$ cat src/rtl/muldiv_ctrl.sv
// Multi-cycle multiply/divide sequencer with architectural HI/LO registers.
// Stalls EX while a mult/div runs, then commits the result to HI/LO in DONE.
module muldiv_ctrl #(
    parameter int MUL_LAT  = 2,
    parameter int DIV_ITER = 32
) (
    input  logic        clk,
    input  logic        rst,
    input  logic        start,
    input  logic        is_div,
    input  logic        is_sign,
    input  logic [31:0] opa,
    input  logic [31:0] opb,
    input  logic        flush,
    input  logic        wr_hi,
    input  logic        wr_lo,
    input  logic [31:0] wdata,
    output logic        stall,
    output logic        busy,
    output logic [31:0] hi,
    output logic [31:0] lo
);

    typedef enum logic [1:0] {S_IDLE, S_MUL, S_DIV, S_DONE} state_t;

    state_t      state_q;
    logic [5:0]  cnt_q;
    logic [31:0] opa_q, opb_q;
    logic        sign_q;
    logic        quo_neg_q, rem_neg_q;
    logic [31:0] rem_q, quo_q, dvs_q;
    logic [31:0] res_hi_q, res_lo_q;
    logic [31:0] hi_q, lo_q;
    logic        busy_q;

    // Sign- or zero-extending to 64 bits makes one truncated multiply serve both cases.
    logic [63:0] ext_a, ext_b, prod;
    assign ext_a = sign_q ? {{32{opa_q[31]}}, opa_q} : {32'b0, opa_q};
    assign ext_b = sign_q ? {{32{opb_q[31]}}, opb_q} : {32'b0, opb_q};
    assign prod  = ext_a * ext_b;

    logic [31:0] abs_a, abs_b;
    assign abs_a = (is_sign && opa[31]) ? (32'd0 - opa) : opa;
    assign abs_b = (is_sign && opb[31]) ? (32'd0 - opb) : opb;

    // One restoring step: shift in the next dividend bit, subtract if it fits.
    logic [32:0] shifted, diff;
    logic [31:0] rem_nxt, quo_nxt, quo_fix, rem_fix;
    assign shifted = {rem_q, quo_q[31]};
    assign diff    = shifted - {1'b0, dvs_q};
    assign rem_nxt = diff[32] ? shifted[31:0] : diff[31:0];
    assign quo_nxt = {quo_q[30:0], ~diff[32]};
    assign quo_fix = quo_neg_q ? (32'd0 - quo_nxt) : quo_nxt;
    assign rem_fix = rem_neg_q ? (32'd0 - rem_nxt) : rem_nxt;

    always_ff @(posedge clk) begin
        if (rst) begin
            state_q   <= S_IDLE;
            cnt_q     <= '0;
            opa_q     <= '0;
            opb_q     <= '0;
            sign_q    <= 1'b0;
            quo_neg_q <= 1'b0;
            rem_neg_q <= 1'b0;
            rem_q     <= '0;
            quo_q     <= '0;
            dvs_q     <= '0;
            res_hi_q  <= '0;
            res_lo_q  <= '0;
            hi_q      <= '0;
            lo_q      <= '0;
            busy_q    <= 1'b0;
        end else begin
            if (flush) begin
                state_q <= S_IDLE;
                cnt_q   <= '0;
                busy_q  <= 1'b0;
            end else begin
                case (state_q)
                    S_IDLE: begin
                        if (start) begin
                            opa_q     <= opa;
                            opb_q     <= opb;
                            sign_q    <= is_sign;
                            quo_neg_q <= is_sign & (opa[31] ^ opb[31]);
                            rem_neg_q <= is_sign & opa[31];
                            rem_q     <= '0;
                            quo_q     <= abs_a;
                            dvs_q     <= abs_b;
                            cnt_q     <= '0;
                            if (is_div && opb == 32'd0) begin
                                // Divide-by-zero recommits the current HI/LO.
                                res_hi_q <= hi_q;
                                res_lo_q <= lo_q;
                                state_q  <= S_DONE;
                                busy_q   <= 1'b0;
                            end else if (is_div) begin
                                state_q <= S_DIV;
                                busy_q  <= 1'b1;
                            end else begin
                                state_q <= S_MUL;
                                busy_q  <= 1'b1;
                            end
                        end
                    end
                    S_MUL: begin
                        if (cnt_q == 6'(MUL_LAT - 1)) begin
                            res_hi_q <= prod[63:32];
                            res_lo_q <= prod[31:0];
                            state_q  <= S_DONE;
                            busy_q   <= 1'b0;
                        end else begin
                            cnt_q <= cnt_q + 6'd1;
                        end
                    end
                    S_DIV: begin
                        rem_q <= rem_nxt;
                        quo_q <= quo_nxt;
                        if (cnt_q == 6'(DIV_ITER - 1)) begin
                            res_hi_q <= rem_fix;
                            res_lo_q <= quo_fix;
                            state_q  <= S_DONE;
                            busy_q   <= 1'b0;
                        end else begin
                            cnt_q <= cnt_q + 6'd1;
                        end
                    end
                    S_DONE: begin
                        state_q <= S_IDLE;
                        busy_q  <= 1'b0;
                    end
                    default: begin
                        state_q <= S_IDLE;
                        busy_q  <= 1'b0;
                    end
                endcase
            end

            if (wr_hi && !flush) hi_q <= wdata;
            if (wr_lo && !flush) lo_q <= wdata;
            // Later assignment gives the DONE commit priority over mthi/mtlo.
            if (state_q == S_DONE && !flush) begin
                hi_q <= res_hi_q;
                lo_q <= res_lo_q;
            end
        end
    end

    assign stall = ~flush & ((state_q == S_IDLE && start) ||
                             state_q == S_MUL || state_q == S_DIV);
    assign busy  = busy_q;
    assign hi    = hi_q;
    assign lo    = lo_q;

endmodule

$ cat config.mk
export PLATFORM = sky130hd
export DESIGN_NAME = muldiv_ctrl
export DESIGN_NICKNAME = d
export VERILOG_FILES = /design/src/rtl/muldiv_ctrl.sv
export SDC_FILE = /design/constraint.sdc
export NUM_CORES = 2
export LEC_CHECK = 0
export CORE_UTILIZATION = 59
export CTS_CLUSTER_DIAMETER = 30
export DETAILED_ROUTE_END_ITERATION = 7
export HOLD_SLACK_MARGIN = 0.15
export PLACE_DENSITY = 0.87
export REMOVE_ABC_BUFFERS = 1
export SLEW_MARGIN = 20
export SYNTH_ARGS = -nofsm -noshare
export SYNTH_HDL_FRONTEND = slang
export SYNTH_SLANG_ARGS = --single-unit
$ cat constraint.sdc
create_clock -name clk -period 9.6 [get_ports clk]
set_input_delay 1.44 -clock clk [delete_from_list [all_inputs] [get_ports clk]]
set_output_delay 1.44 -clock clk [all_outputs]
set_load 0.02 [all_outputs]
==> results by group <==
Detailed routing
  – WL/cell: ~24 µm
  – Via density: roughly 6.2
  – DRC violations left: 3
  – 1st-iter DRT viols: approximately 7200
  – Total wire length: 218 mm
  – Detail Route Antenna Nets: 0
  – Router iterations before antenna repair: 8
  – Via count: ~56000

Synthesis
  – Post-synthesis sequential area ratio: under 10%
  – Synth Area in XOR/XNOR: roughly 3.4%
  – Synth top area share: a little over two fifths
  – Mux cell area share after synthesis: less than 1%
  – Post-synthesis cell type count: 95
  – Largest family of logic cells by synthesized area: adder cells
  – Largest area contributor in the netlist: fa_1
  – Post-Synth Simple-Gate Area: 16.2%
  – EDFF count, synth: 0
  – Post-Syn Area per Cell: between 8 and 9 µm²
  – Cell Area, Synth: between 60000 and 70000 µm²
  – FFs w/ async S/R, synth: 0%
  – Flops & latches, synth: roughly 300
  – Ys Warns: 0
  – Top post-synthesis cells by area: fa_1 43%, dfxtp_1 9.1%, inv_1 9.1%
  – Top FF cell, synth: dfxtp_1
  – Post-Synth Adder-Cell Area: between 50% and 60%
  – Compound-Gate Fraction of Synth Area: under 10%
  – Cell count after synthesis: 7487

STA
  – Final setup vio count: 0
  – Final Critical Period: 9.57 ns
  – Slew Limit Fails: 0
  – Period utilization: between 90% and 100%
  – Final hold viol count: 0
  – Slew @ Worst Pin: 1.26 ns
  – Layout Skew: roughly 0.038 ns
  – Setup Total Neg Slack: 0 ns
  – Slew Limit Headroom: 16.3%
  – Fmax: between 0.1 and 0.15 GHz

Layout
  – Layout Utilization: ~66%
  – Fin area: between 70000 and 80000 µm²
  – Cell Count, Final, Fillers Out: around 9100
  – Area delta synth->final: 11.1%
  – Final Net Count: approximately 9400
  – Layout fillers: 7969
  – Share of layout cells above drive strength 1: approximately 6.3%

Setup path
  – CP Depth: 28
  – Critical path fanouts, max: 14
  – Worst path bufs/invs: 6
  – Top delay family on crit path: adder cells
  – Setup crit end kind: flop
  – Crit-path max cell delay: 0.95 ns
  – Worst EP arrival: a little over 10 ns
  – R2R Path End: res_hi_q[30]$_SDFFE_PP0P_
  – CP max stage cell: dfxtp_1
  – FF-to-FF Start: opb_q[29]$_SDFFE_PP0P_
  – Most used cell, CP: fa_1
  – Critical Path Start Type: flop
  – Kind of critical path: reg -> reg
  – Worst Reg-to-Reg Cells: 28
  – Worst EP required: about 10 ns
  – Reg2reg setup slack: between 0.02 and 0.03 ns

Die
  – Die width: roughly 330 µm
  – DIE HEIGHT: approximately 330 µm
  – IO Pins: 170
  – Initial Util: between 50% and 60%
  – Row cnt: around 120
  – Core box area: around 110000 µm²
  – Full die area: 112000 µm²

Place
  – Port bufs: 169
  – Placed cell area: between 60000 and 70000 µm²
  – Placed Cells: ~8900
  – RD Place Congestion: 1.07
  – Final HPWL DP: ~170 mm

Clocking
  – Clock Latency Late Sink: around 0.69 ns
  – Root Driver: clkbuf_16
  – Clock Tree Buf Depth: 3
  – CTS tree: built
  – CTS buffer count: 85
  – H-tree depth: 3
  – Clk slew on worst S/H paths: 0.04 ns
  – CTS sink cnt: approximately 300

Power and ir drop
  – Leak: 35.3 nW
  – Psw: about 2.2 mW
  – Clock Power Share: 48.6%
  – Flop pwr share: a little under a quarter
  – Cell Pwr Density: about 85 nW/µm²
  – Max IR drop VDD: 0.143 mV
  – Internal: about 4.0 mW
  – Combinational share of power: between 20% and 30%
  – Sw frac: a little over a third
  – Tot Pwr: roughly 6.2 mW

Global routing
  – Global route overflow: 0
  – Largest net degree at the start of global routing: around 170
  – First-pass GRT wire length: 336 mm
  – Antenna violations before repair: 8
  – Gr usage total: between 30 and 40%
  – Vias in the first global route: about 59000

Min path
  – WHS Endpoint: res_lo_q[10]$_SDFFE_PP0P_
  – HP Class: reg -> reg
  – Hold Path Depth: 2
  – Hold_sp: res_lo_q[10]$_SDFFE_PP0P_

Run
  – Max-Cap Viols: 0

Run status
  – Outcome: finished with violations
  – Failing checks: DRC
kinds of logic (layout without fill, tap and decap cells):
kind of cell | count (synthesis) | in the layout
other cells | 0 | 3
compound gates | 907 | 907
flops | 299 | 299
fa+ha+maj | 1775 | 1775
simple gates | 2234 | 2234
mux | 7 | 7
xor+xnor | 252 | 252
buf+inv | 2013 | 2142
cell usage after synthesis (all sizes together), types with 37 or more instances:
| library cell | count |
|---|---|
| xnor2 | 166 |
| nor3 | 73 |
| o21ai | 167 |
| dfxtp | 299 |
| a21oi | 279 |
| and2 | 581 |
| a21o | 44 |
| nor2 | 351 |
| nand3 | 37 |
| buf | 49 |
| inv | 1590 |
| ha | 351 |
| fa | 1420 |
| a311oi | 76 |
| xor2 | 86 |
| a221oi | 47 |
| a211oi | 45 |
| or3 | 39 |
| clkbuf | 372 |
| nand2 | 993 |
state kept, by name, summed over array words and instances, names as in the netlist:
name	cells
lo	32
busy	1
res_hi_q	32
quo_neg_q	1
state_q	2
opa_q	32
quo_q	32
res_lo_q	32
sign_q	1
opb_q	32
hi	32
cnt_q	6
dvs_q	31
rem_neg_q	1
rem_q	32
worst max-delay path by stage:
stage,slack [ns],startpoint,endpoint
2_1_floorplan,-0.21,opa_q[31]$_SDFFE_PP0P_,res_hi_q[30]$_SDFFE_PP0P_
3_3_place_gp,0.22,opa_q[25]$_SDFFE_PP0P_,res_hi_q[24]$_SDFFE_PP0P_
5_1_grt,-0.24,opb_q[29]$_SDFFE_PP0P_,res_hi_q[30]$_SDFFE_PP0P_
6_report,0.03,opb_q[29]$_SDFFE_PP0P_,res_hi_q[30]$_SDFFE_PP0P_
4_1_cts,0.005,opa_q[25]$_SDFFE_PP0P_,res_hi_q[24]$_SDFFE_PP0P_
3_5_place_dp,-0.004,opa_q[31]$_SDFFE_PP0P_,res_hi_q[30]$_SDFFE_PP0P_
worst reg2reg max path: cells and delay by family, from the launching register on:
family | cells | cell delay, ns
buf+inv | 6 | 0.67
flops | 1 | 0.95
fa+ha+maj | 11 | 5.24
mux | 1 | 0.11
compound gates | 8 | 2.08
simple gates | 2 | 0.39
power by group through the flow:
stage	Clock [mW]	Combinational (mW)	Sequential, mW
finish	3.02	1.79	1.40
global route	3.10	1.91	1.41
CTS	3.01	1.70	1.39
detailed placement	0	1.68	1.41
global placement	0	1.63	1.41
floorplan	0	0.925	1.46
cell usage in the layout, fill, tap and decap left out, types with 145 or more instances in the layout:
master	instances
a21oi_1	275
and2_1	578
buf_4	187
clkdlybuf4s50_1	168
dfxtp_1	276
fa_1	1412
ha_1	346
inv_1	1586
nand2_1	987
nor2_1	344
o21ai_0	145
xnor2_1	164
area by class of cell:
cell class              instances  area (µm²)  share of cell area [%]
well taps                    1476        1850                    2.54
clock inverters                35         602                   0.828
inverters                    1592        5980                    8.23
multi-input cells            5175       52000                    71.6
diodes                          3        7.51                  0.0103
repair buffers                394        3750                    5.16
flip-flops and latches        299        6010                    8.28
clock buffers                 121        2440                    3.36
stage by stage:
step	worst slack [ns]	hold WS (ns)
finish	0.0279	0.455
global route	-0.240	0.480
CTS	0.00460	0.457
detailed placement	-0.00400	0.449
global placement	0.224	0.435
floorplan	-0.212	0.425
routing by layer:
metal | routed length, µm | track usage (%) | vias up | part of all wire (%)
met5 | 48 | 0 | - | 0.022
met4 | 24000 | 34.2 | 8 | 11
met3 | 27900 | 11.5 | 1430 | 13
met2 | 96600 | 60.5 | 4227 | 44
met1 | 69500 | 45.7 | 27500 | 32
li1 | - | - | 23000 | -
repair_timing:
item	in CTS	in global routing
gates resized for setup	3	90
pin swaps	0	6
cloned	0	1
hold buffers	0	0
buffers inserted	0	9
setup endpoints to repair	3	25
endpoints found under the hold margin	0	0
Power figures use the tool's default switching activity.
